--- src/rtl/ahb_arb_pkg.sv ---
// Shared AHB code points, arbiter state encoding and burst-length decoding
// for the round-robin AHB arbiter.
package ahb_arb_pkg;

    localparam logic [1:0] TRANS_IDLE   = 2'b00;
    localparam logic [1:0] TRANS_BUSY   = 2'b01;
    localparam logic [1:0] TRANS_NONSEQ = 2'b10;
    localparam logic [1:0] TRANS_SEQ    = 2'b11;

    localparam logic [2:0] BURST_SINGLE = 3'b000;
    localparam logic [2:0] BURST_INCR   = 3'b001;
    localparam logic [2:0] BURST_WRAP4  = 3'b010;
    localparam logic [2:0] BURST_INCR4  = 3'b011;
    localparam logic [2:0] BURST_WRAP8  = 3'b100;
    localparam logic [2:0] BURST_INCR8  = 3'b101;
    localparam logic [2:0] BURST_WRAP16 = 3'b110;
    localparam logic [2:0] BURST_INCR16 = 3'b111;

    localparam logic [1:0] RESP_OKAY  = 2'b00;
    localparam logic [1:0] RESP_ERROR = 2'b01;
    localparam logic [1:0] RESP_RETRY = 2'b10;
    localparam logic [1:0] RESP_SPLIT = 2'b11;

    typedef enum logic [1:0] {
        ST_PARK,
        ST_GRANT,
        ST_BURST,
        ST_LOCKED
    } arb_state_e;

    typedef struct packed {
        logic [3:0] load;
        logic       isUndef;
    } burst_info_t;

    // Beat counter load is burst length minus one; INCR has no known length.
    function automatic burst_info_t burst_beats(input logic [2:0] hburst);
        burst_info_t info;
        info.load    = 4'd0;
        info.isUndef = 1'b0;
        case (hburst)
            BURST_INCR:                 info.isUndef = 1'b1;
            BURST_WRAP4,  BURST_INCR4:  info.load    = 4'd3;
            BURST_WRAP8,  BURST_INCR8:  info.load    = 4'd7;
            BURST_WRAP16, BURST_INCR16: info.load    = 4'd15;
            default:                    info.load    = 4'd0;
        endcase
        return info;
    endfunction

endpackage

--- src/rtl/ahb_rr_picker.sv ---
// Combinational round-robin search: first eligible master after last_i,
// wrapping, with last_i itself considered last.
module ahb_rr_picker #(
    parameter int NUM_MST = 4,
    parameter int MST_W   = 2
) (
    input  logic [NUM_MST-1:0] req_i,
    input  logic [NUM_MST-1:0] mask_i,
    input  logic [MST_W-1:0]   last_i,
    output logic [MST_W-1:0]   next_o,
    output logic               found_o
);

    logic [MST_W-1:0] cand;

    always_comb begin
        next_o  = '0;
        found_o = 1'b0;
        cand    = '0;
        for (int i = 1; i <= NUM_MST; i++) begin
            cand = MST_W'((int'(last_i) + i) % NUM_MST);
            if (!found_o && req_i[cand] && !mask_i[cand]) begin
                next_o  = cand;
                found_o = 1'b1;
            end
        end
    end

endmodule

--- src/rtl/ahb_arbiter.sv ---
// Round-robin AHB arbiter: grants, address-phase HMASTER/HMASTLOCK, burst
// tracking, locked transfers and SPLIT masking released through HSPLIT.
module ahb_arbiter #(
    parameter int NUM_MST = 4,
    parameter int MST_W   = 2,
    parameter int DEF_MST = 0
) (
    input  logic               clk,
    input  logic               rst,
    input  logic [NUM_MST-1:0] mst_hbusreq,
    input  logic [NUM_MST-1:0] mst_hlock,
    input  logic [1:0]         ahbm_HTRANS,
    input  logic [2:0]         ahbm_HBURST,
    input  logic               ahbs_HREADY,
    input  logic [1:0]         ahbs_HRESP,
    input  logic [15:0]        ahbs_arb_HSPLIT,
    output logic [NUM_MST-1:0] arb_HGRANT,
    output logic [3:0]         arb_ahbs_HMASTER,
    output logic               arb_ahbs_HMASTLOCK
);
    import ahb_arb_pkg::*;

    localparam logic [MST_W-1:0] DEF_IDX = MST_W'(DEF_MST);

    arb_state_e         state_q, state_d;
    logic [MST_W-1:0]   owner_q, owner_d, hmaster_q, hmaster_d, pickIdx;
    logic               hmastlock_q, hmastlock_d, forceArb_q, forceArb_d;
    logic               undef_q, undef_d, pickFound;
    logic [3:0]         beatCnt_q, beatCnt_d;
    logic [NUM_MST-1:0] splitMask_q, splitMask_d, splitSet, splitClr;
    logic [15:0]        unusedHsplit;
    burst_info_t        burst;
    logic isIdle, isNonseq, isSeq, ownerReq, ownerLock;
    logic lastBeat, undefDone, arbPoint;

    assign burst        = burst_beats(ahbm_HBURST);
    assign isIdle       = (ahbm_HTRANS == TRANS_IDLE);
    assign isNonseq     = (ahbm_HTRANS == TRANS_NONSEQ);
    assign isSeq        = (ahbm_HTRANS == TRANS_SEQ);
    assign ownerReq     = mst_hbusreq[owner_q];
    assign ownerLock    = mst_hlock[owner_q];
    assign unusedHsplit = ahbs_arb_HSPLIT;
    assign splitClr     = ahbs_arb_HSPLIT[NUM_MST-1:0];
    assign splitSet     = (!ahbs_HREADY && ahbs_HRESP == RESP_SPLIT)
                          ? (NUM_MST'(1) << hmaster_q) : '0;

    assign lastBeat  = (isSeq && beatCnt_q == 4'd1 && !undef_q)
                     || (isNonseq && burst.load == 4'd0 && !burst.isUndef);
    assign undefDone = undef_q && (state_q == ST_BURST) && !ownerReq;

    // A locked owner is only released by an IDLE with hlock dropped; a
    // SPLIT/RETRY forces hand-over on the second response cycle regardless.
    assign arbPoint = (forceArb_q && ahbs_HREADY)
                    || (ahbs_HREADY && state_q != ST_LOCKED && (isIdle || lastBeat || undefDone))
                    || (ahbs_HREADY && state_q == ST_LOCKED && isIdle && !ownerLock);

    ahb_rr_picker #(
        .NUM_MST (NUM_MST),
        .MST_W   (MST_W)
    ) u_picker (
        .req_i   (mst_hbusreq),
        .mask_i  (splitMask_q),
        .last_i  (owner_q),
        .next_o  (pickIdx),
        .found_o (pickFound)
    );

    always_comb begin
        state_d     = state_q;
        owner_d     = owner_q;
        hmaster_d   = hmaster_q;
        hmastlock_d = hmastlock_q;
        beatCnt_d   = beatCnt_q;
        undef_d     = undef_q;
        forceArb_d  = !ahbs_HREADY && (ahbs_HRESP == RESP_RETRY || ahbs_HRESP == RESP_SPLIT);
        // Set beats clear so a release racing a new SPLIT cannot lose it.
        splitMask_d = (splitMask_q & ~splitClr) | splitSet;

        if (ahbs_HREADY) begin
            hmaster_d   = owner_q;
            hmastlock_d = ownerLock;
            if (isNonseq) begin
                beatCnt_d = burst.load;
                undef_d   = burst.isUndef;
            end else if (isSeq && beatCnt_q != 4'd0) begin
                beatCnt_d = beatCnt_q - 4'd1;
            end
        end

        if (arbPoint) begin
            if (pickFound) begin
                owner_d = pickIdx;
                state_d = mst_hlock[pickIdx] ? ST_LOCKED : ST_GRANT;
            end else begin
                owner_d = DEF_IDX;
                state_d = ST_PARK;
            end
        end else begin
            case (state_q)
                ST_PARK, ST_GRANT: begin
                    if (state_q == ST_GRANT && ownerLock)
                        state_d = ST_LOCKED;
                    else if (ahbs_HREADY && isNonseq && (burst.load != 4'd0 || burst.isUndef))
                        state_d = ST_BURST;
                end
                ST_BURST:  if (ownerLock) state_d = ST_LOCKED;
                default:   state_d = state_q;
            endcase
        end
    end

    always_ff @(posedge clk) begin
        if (rst) begin
            state_q     <= ST_PARK;
            owner_q     <= DEF_IDX;
            hmaster_q   <= DEF_IDX;
            hmastlock_q <= 1'b0;
            beatCnt_q   <= 4'd0;
            undef_q     <= 1'b0;
            forceArb_q  <= 1'b0;
            splitMask_q <= '0;
        end else begin
            state_q     <= state_d;
            owner_q     <= owner_d;
            hmaster_q   <= hmaster_d;
            hmastlock_q <= hmastlock_d;
            beatCnt_q   <= beatCnt_d;
            undef_q     <= undef_d;
            forceArb_q  <= forceArb_d;
            splitMask_q <= splitMask_d;
        end
    end

    assign arb_HGRANT         = NUM_MST'(1) << owner_q;
    assign arb_ahbs_HMASTER   = 4'(hmaster_q);
    assign arb_ahbs_HMASTLOCK = hmastlock_q;

endmodule

--- config.mk ---
export PLATFORM = sky130hd
export DESIGN_NAME = ahb_arbiter
export DESIGN_NICKNAME = d
export VERILOG_FILES = /design/src/rtl/ahb_arb_pkg.sv /design/src/rtl/ahb_rr_picker.sv /design/src/rtl/ahb_arbiter.sv
export SDC_FILE = /design/constraint.sdc
export NUM_CORES = 1
export LEC_CHECK = 0
export CAP_MARGIN = 20
export CORE_ASPECT_RATIO = 0.9
export CORE_MARGIN = 1
export CORE_UTILIZATION = 45
export DETAILED_ROUTE_END_ITERATION = 12
export HOLD_SLACK_MARGIN = 0.06
export PLACE_DENSITY = 0.78
export SETUP_SLACK_MARGIN = 0.3
export SYNTH_ARGS = -nofsm -noshare
export SYNTH_HDL_FRONTEND = slang
export SYNTH_SLANG_ARGS = --single-unit
--- constraint.sdc ---
create_clock -name clk -period 3 [get_ports clk]
set_clock_uncertainty 0.05 [all_clocks]
set_input_delay 0.45 -clock clk [delete_from_list [all_inputs] [get_ports clk]]
set_output_delay 0.45 -clock clk [all_outputs]
set_load 0.005 [all_outputs]
==> results.json <==
{
  "root_buffer": "clkbuf_4",
  "yosysSeqAreaShare_pct": 25.61,
  "async_flop_share_pct": 0,
  "clkTransAtPathRegs_ps": 110,
  "synth_edf_count": 0,
  "drt_pass1_iterations": 4,
  "layout_min_cycle_time_ps": 2568,
  "via_per_inst": 5.817,
  "maxSlewHeadroom_pct": 59.19,
  "ir_drop_mv": 0.2384,
  "dpl.hpwl_microns": 2491,
  "hold_buffers": 0,
  "ys_types": 50,
  "power_density_mw_per_mm2": 392.4,
  "overflow": 0,
  "drv_cap": 0,
  "critical-path-slowest-cell": "mux4_2",
  "dp.cells": 225,
  "place_congestion": 0.8662,
  "antenna_found_initial": 0,
  "drtAntennaViolNets": 0,
  "status": "complete, no violations",
  "crit_required_ps": 3150,
  "yosys_warnings": 0,
  "drive_gt1_share_pct": 12.17,
  "syn2layout_area_growth_pct": 26.65,
  "crit_path_end_kind": "register",
  "grt_setup_unrepaired": "no",
  "startpoint_type": "register",
  "wirelength_microns": 3270,
  "gr-usage-all-layers_pct": 21.89,
  "synth_top_area_share_pct": 25.61,
  "finalSetupTns_ps": 0,
  "setup_violations": 0,
  "pin_count": 43,
  "synth_ff_type": "dfxtp_1",
  "yosys-top-cells-area": "dfxtp_1 26%, mux4_2 6.8%, mux2i_1 6.0%",
  "fp.dieW_microns": 59.28,
  "port_buffers": 28,
  "leakagePower_uw": 0.0006260,
  "std_cell_rows": 18,
  "synth.ff_latch_count": 17,
  "hp-class": "reg -> reg",
  "synth_cells": 162,
  "syn-cell-area_sq_mm": 0.001329,
  "slew_viol_final": 0,
  "critPathKind": "reg -> reg",
  "die_h_microns": 53.55,
  "grt_pass1_wl_microns": 5306,
  "drt_iter0_markers": 72,
  "synth_top_cells_by_count": "19 x nor2_1, 17 x dfxtp_1, 10 x a21oi_1, 9 x nand2_1",
  "yosysMostFrequentCell": "nor2_1",
  "worstPathCellList": "inv_1 > ha_4 > mux4_2 > nor2_2 > nand3_2 > a22o_1 > a2111oi_2 > o31ai_1",
  "num_vias": 1332,
  "drt-wirelength-per-cell_microns": 14.28,
  "drcViolationCount": 0,
  "synth_area_leader_cell": "dfxtp_1",
  "max_freq_ghz": 0.3894,
  "syn_avg_cell_area_sq_um": 8.202,
  "cts_tree": "yes",
  "htreeDepth": 1,
  "critPathArrivalTime_ps": 2710,
  "n_antenna_cell": 0,
  "max_slew.worst_pin.slew_ps": 610.3,
  "nFillCells": 268,
  "cts_inserted_buffers": 3,
  "clk_latency_ps": 300,
  "clk_path_buf_depth": 2,
  "final_nets": 230,
  "slowest_delay_ps": 550,
  "clock_sinks": 17,
  "grt_max_degree": 19,
  "dieArea_sq_mm": 0.003174,
  "start_util_pct": 47.97,
  "instances_no_fill": 229,
  "floorplan.core_area_sq_mm": 0.002770,
  "path_max_fanout": 7,
  "first_global_vias": 1202,
  "fin_crit_sh_pct": 85.61,
  "hold_viol": 0
}
-- worst max-delay path, delay by kind of cell (launching register included) --
| family | cells | cell delay [ps] |
|---|---|---|
| AOI/OAI and AO/OA | 3 | 770 |
| adders and majority gates | 1 | 360 |
| buffers and inverters | 1 | 120 |
| DFF | 1 | 350 |
| muxes | 1 | 550 |
| and+or+nand+nor | 2 | 270 |
-- final timing paths --
| path | startpoint | endpoint | slack, ps | cells past startpoint |
|---|---|---|---|---|
| min reg2reg | undef_q$_SDFFE_PP0P_ | undef_q$_SDFFE_PP0P_ | 460 | 2 |
| max reg2reg | owner_q[0]$_SDFFE_PP0P_ | state_q[1]$_SDFFE_PP0P_ | 430 | 8 |
| min | undef_q$_SDFFE_PP0P_ | undef_q$_SDFFE_PP0P_ | 460 | 2 |
| max | owner_q[0]$_SDFFE_PP0P_ | state_q[1]$_SDFFE_PP0P_ | 430 | 8 |
-- flip-flops by register name, summed over array words and instances (netlist names) --
name and flops:
forceArb_q 1, undef_q 1, beatCnt_q 4, arb_ahbs_HMASTLOCK 1, hmaster_q 2, state_q 2, splitMask_q 4, owner_q 2
-- power breakdown --
group / internal (uW) / switching (uW)
logic: 140 / 135
registers: 241 / 12.7
clock network: 50.8 / 80.1
-- stage by stage --
step / setup slack, ps / hold slack, ps / util, % / instance area (sq um) / power [uW]
floorplan: 332.1 / 407.6 / - / 1333 / 441.2
global placement: 240.9 / 426.1 / 59.21 / 1640 / 513.1
detailed placement: 157.9 / 439.9 / 59.21 / 1640 / 523.7
CTS: 361.1 / 455.8 / 60.39 / 1673 / 655.3
global route: 352.0 / 475.6 / 60.75 / 1683 / 700.8
finish: 431.7 / 456.3 / 60.75 / 1683 / 660.3
-- layout make-up --
type,count,area (sq um),area share (%)
Timing Repair Buffer,32,310.3,18.44
Multi-Input combinational cell,127,918.4,54.57
Tap cell,40,50.05,2.974
Clock buffer,3,22.52,1.338
Inverter,9,33.78,2.007
Clock inverter,1,7.507,0.4461
Sequential cell,17,340.3,20.22
-- metal layers --
metal / vias up / GRT usage, % / part of all wire [%]
met3: 2 / 4.327 / 4.8
met4: 0 / 5.159 / 0.28
met2: 38 / 38.58 / 50
met5: - / 0 / 0
li1: 647 / - / -
met1: 645 / 27.54 / 45
-- cell families after synthesis --
group / after synthesis / share of synthesized area [%]
AOI/OAI and AO/OA: 42 / 22.41
adders and majority gates: 6 / 5.650
buffers and inverters: 19 / 6.496
DFF: 17 / 25.61
muxes: 14 / 14.50
other: 1 / 0.2822
and+or+nand+nor: 63 / 25.05
-- cell usage in the layout (no fill, tap or decap), types with 3 or more instances in the layout --
| master | count |
|---|---|
| mux4_2 | 4 |
| nand3_1 | 3 |
| ha_1 | 5 |
| o22ai_1 | 4 |
| inv_1 | 8 |
| dfxtp_1 | 17 |
| nor2b_2 | 3 |
| a21oi_1 | 10 |
| mux2i_1 | 8 |
| nor3_1 | 7 |
| o21ai_0 | 4 |
| nor2_1 | 19 |
| clkdlybuf4s50_1 | 28 |
| nor2b_1 | 5 |
| nand2_1 | 9 |
| clkbuf_4 | 3 |
| nand2b_1 | 5 |
| buf_4 | 4 |
| a31oi_1 | 3 |
-- repair_timing --
action,CTS,global route
endpoints found under the setup margin,1,1
gates resized for setup,1,1
setup buffers,0,0
No activity file was read; power rests on OpenSTA's default activity.
==> edit (same settings) <==
Reset style: asynchronous (`rst`), changed in one clocked block.
--- a/src/rtl/ahb_arbiter.sv
+++ b/src/rtl/ahb_arbiter.sv
@@ -111,3 +111,3 @@
 
-    always_ff @(posedge clk) begin
+    always_ff @(posedge clk or posedge rst) begin
         if (rst) begin
Check against the original RTL: differs if rst is asserted again (counterexample within 4 cycles, from zero or initial values and one cycle with rst high); with rst held inactive, the same outputs for 4 cycles.
==> edit against the original RTL <==
The flow now finishes with violations (design-rule violations); sequential share of layout area rose by 7.1 points; hold slack improved by 7.9 ps; non-clock buffer count fell by 1; critical endpoint is now state_q[1]; via count fell by 17%; worst setup slack improved by 380 ps; utilization rose by 0.74 points; count of clock-buffer cells in the layout did not move; sequential cell count did not move; highest routed layer unchanged; final cell count fell by 14%; final area fell by 7.5%; synthesized area fell by 6.8%; synthesized cell count fell by 15%; wire length fell by 15%.
Power is not compared: it rests on default switching activity, and its combinational part moved more than twofold at a synthesized area within 25%.
==> edit: results (changes against the original RTL) <==
Status - finished, violations left
Failing checks - design-rule violations
Routing usage on met1 - 0.262 (-0.0132)
Initial antenna violation count - 0 (unchanged)
Share of cells above drive strength 1 - 0.136 (+0.0144)
Biggest registers after layout - beatCnt_q x4, splitMask_q x4
Overall Global Routing Usage - 0.204 (-0.0145)
Synth Area in Adders - 0.0606 (+0.00411)
Wirelength per Cell - 14.1 um (-1.4%)
Hold/Removal Path Class - primary input to asynchronous set/reset pin
Post-synthesis sequential area ratio - 0.343 (+0.0873)
Max Fanout on Critical Path - 5 (-2)
Cell total after placement - 193 (-14%)
Routability cong. - 0.820 (-5.3%)
CTS resizes - 0 (-1)
Top FF cell, synth - dfrtp_1
GRT met2 Usage - 0.355 (-0.0309)
Critical path arrival - 2350 ps (-360 ps)
CP max stage cell - a2111oi_1
# DRC - 2 (+2)
Vias per inst - 5.62 (-3.3%)
Largest net degree at the start of global routing - 18 (-1)
Reg2reg end - state_q[1]
Post-synth top cells - dfrtp_1 (17), nand2_1 (17), inv_1 (15)
First-pass iteration count of the detailed router - 10 (+6)
Asr flop ratio synth - 1.00 (+1.00)
Post-synthesis mux area share - 0.0727 (-0.0723)
Top post-synthesis cells by area - dfrtp_1 (34%), ha_1 (6.1%), nand2_1 (5.2%), inv_1 (4.5%), o21ai_0 (3.6%)
CP peak stage delay - 390 ps (-160 ps)
Fin nets - 210 (-8.7%)
Routed wl met2 - 1.31 mm (-20%)
R2R setup slack - 810 ps (+380 ps)
Slew Limit Headroom - 0.572 (-0.0203)
Worst R2R Start - owner_q[0]
Synth Area in Compound Gates - 0.253 (+0.0284)
Detailed placement HPWL - 2.13 mm (-15%)
Hold WS - 464 ps (+7.86 ps)
Finished Layout Cells - 197 (-14%)
Vias in the first global route - 1,057 (-12%)
First-pass GRT wire length - 4.60 mm (-13%)
Post-Syn Instances - 138 (-15%)
Initial DRC count - 48 (-33%)
Met1 wire length - 1.33 mm (-8.8%)
Met3 WL post-DR - 99 um (-37%)
Setup Slack @ Placement - 544 ps (+386 ps)
==> edit: cell types whose count changed in the layout (fill, tap and decap cells not counted), sizes merged, moves of 4 or more <==
cell	before	now
o21ai	4	11
dfrtp	0	17
mux2i	8	0
dfxtp	17	0
nand2	9	17
inv	9	15
nor2b	8	4
a21oi	10	6
nor2	20	9
==> edit: area by class of cell <==
type	instances	area (um2)
clock buffers	3	22.5
clock inverters	1	5.00
fillers	230	975
inverters	15	56.3
multi-input cells	102	709
flip-flops and latches	17	425
well taps	28	35.0
repair buffers	31	303
==> edit: power by group through the flow <==
| stage | clock (mW) | sequential (mW) | combinational, mW |
|---|---|---|---|
| floorplan | 0 | 0.381 | 0.469 |
| finish | 0.132 | 0.379 | 0.701 |
| CTS | 0.134 | 0.378 | 0.707 |
| global route | 0.143 | 0.392 | 0.771 |
| detailed placement | 0 | 0.383 | 0.697 |
| global placement | 0 | 0.377 | 0.673 |
==> edit: logic make-up (layout without fill, tap and decap cells) <==
| kind of cell | after synthesis | after routing |
|---|---|---|
| other | 1 | 2 |
| and+or+nand+nor | 45 | 45 |
| muxes | 6 | 6 |
| DFF | 17 | 17 |
| adders and majority gates | 6 | 6 |
| AOI/OAI and AO/OA | 43 | 43 |
| buffers and inverters | 20 | 50 |
==> edit: worst max-delay path by stage <==
stage	end	slack, ps
2_1_floorplan	state_q[1]	710
4_1_cts	state_q[1]	820
3_3_place_gp	state_q[1]	600
5_1_grt	state_q[1]	700
3_5_place_dp	state_q[1]	540
6_report	state_q[1]	810
==> edit: through the flow <==
step	power [mW]	cell area [um2]	util
floorplan	0.850	1240	-
CTS	1.22	1560	0.615
global route	1.31	1560	0.615
detailed placement	1.08	1530	0.604
global placement	1.05	1530	0.604
finish	1.21	1560	0.615
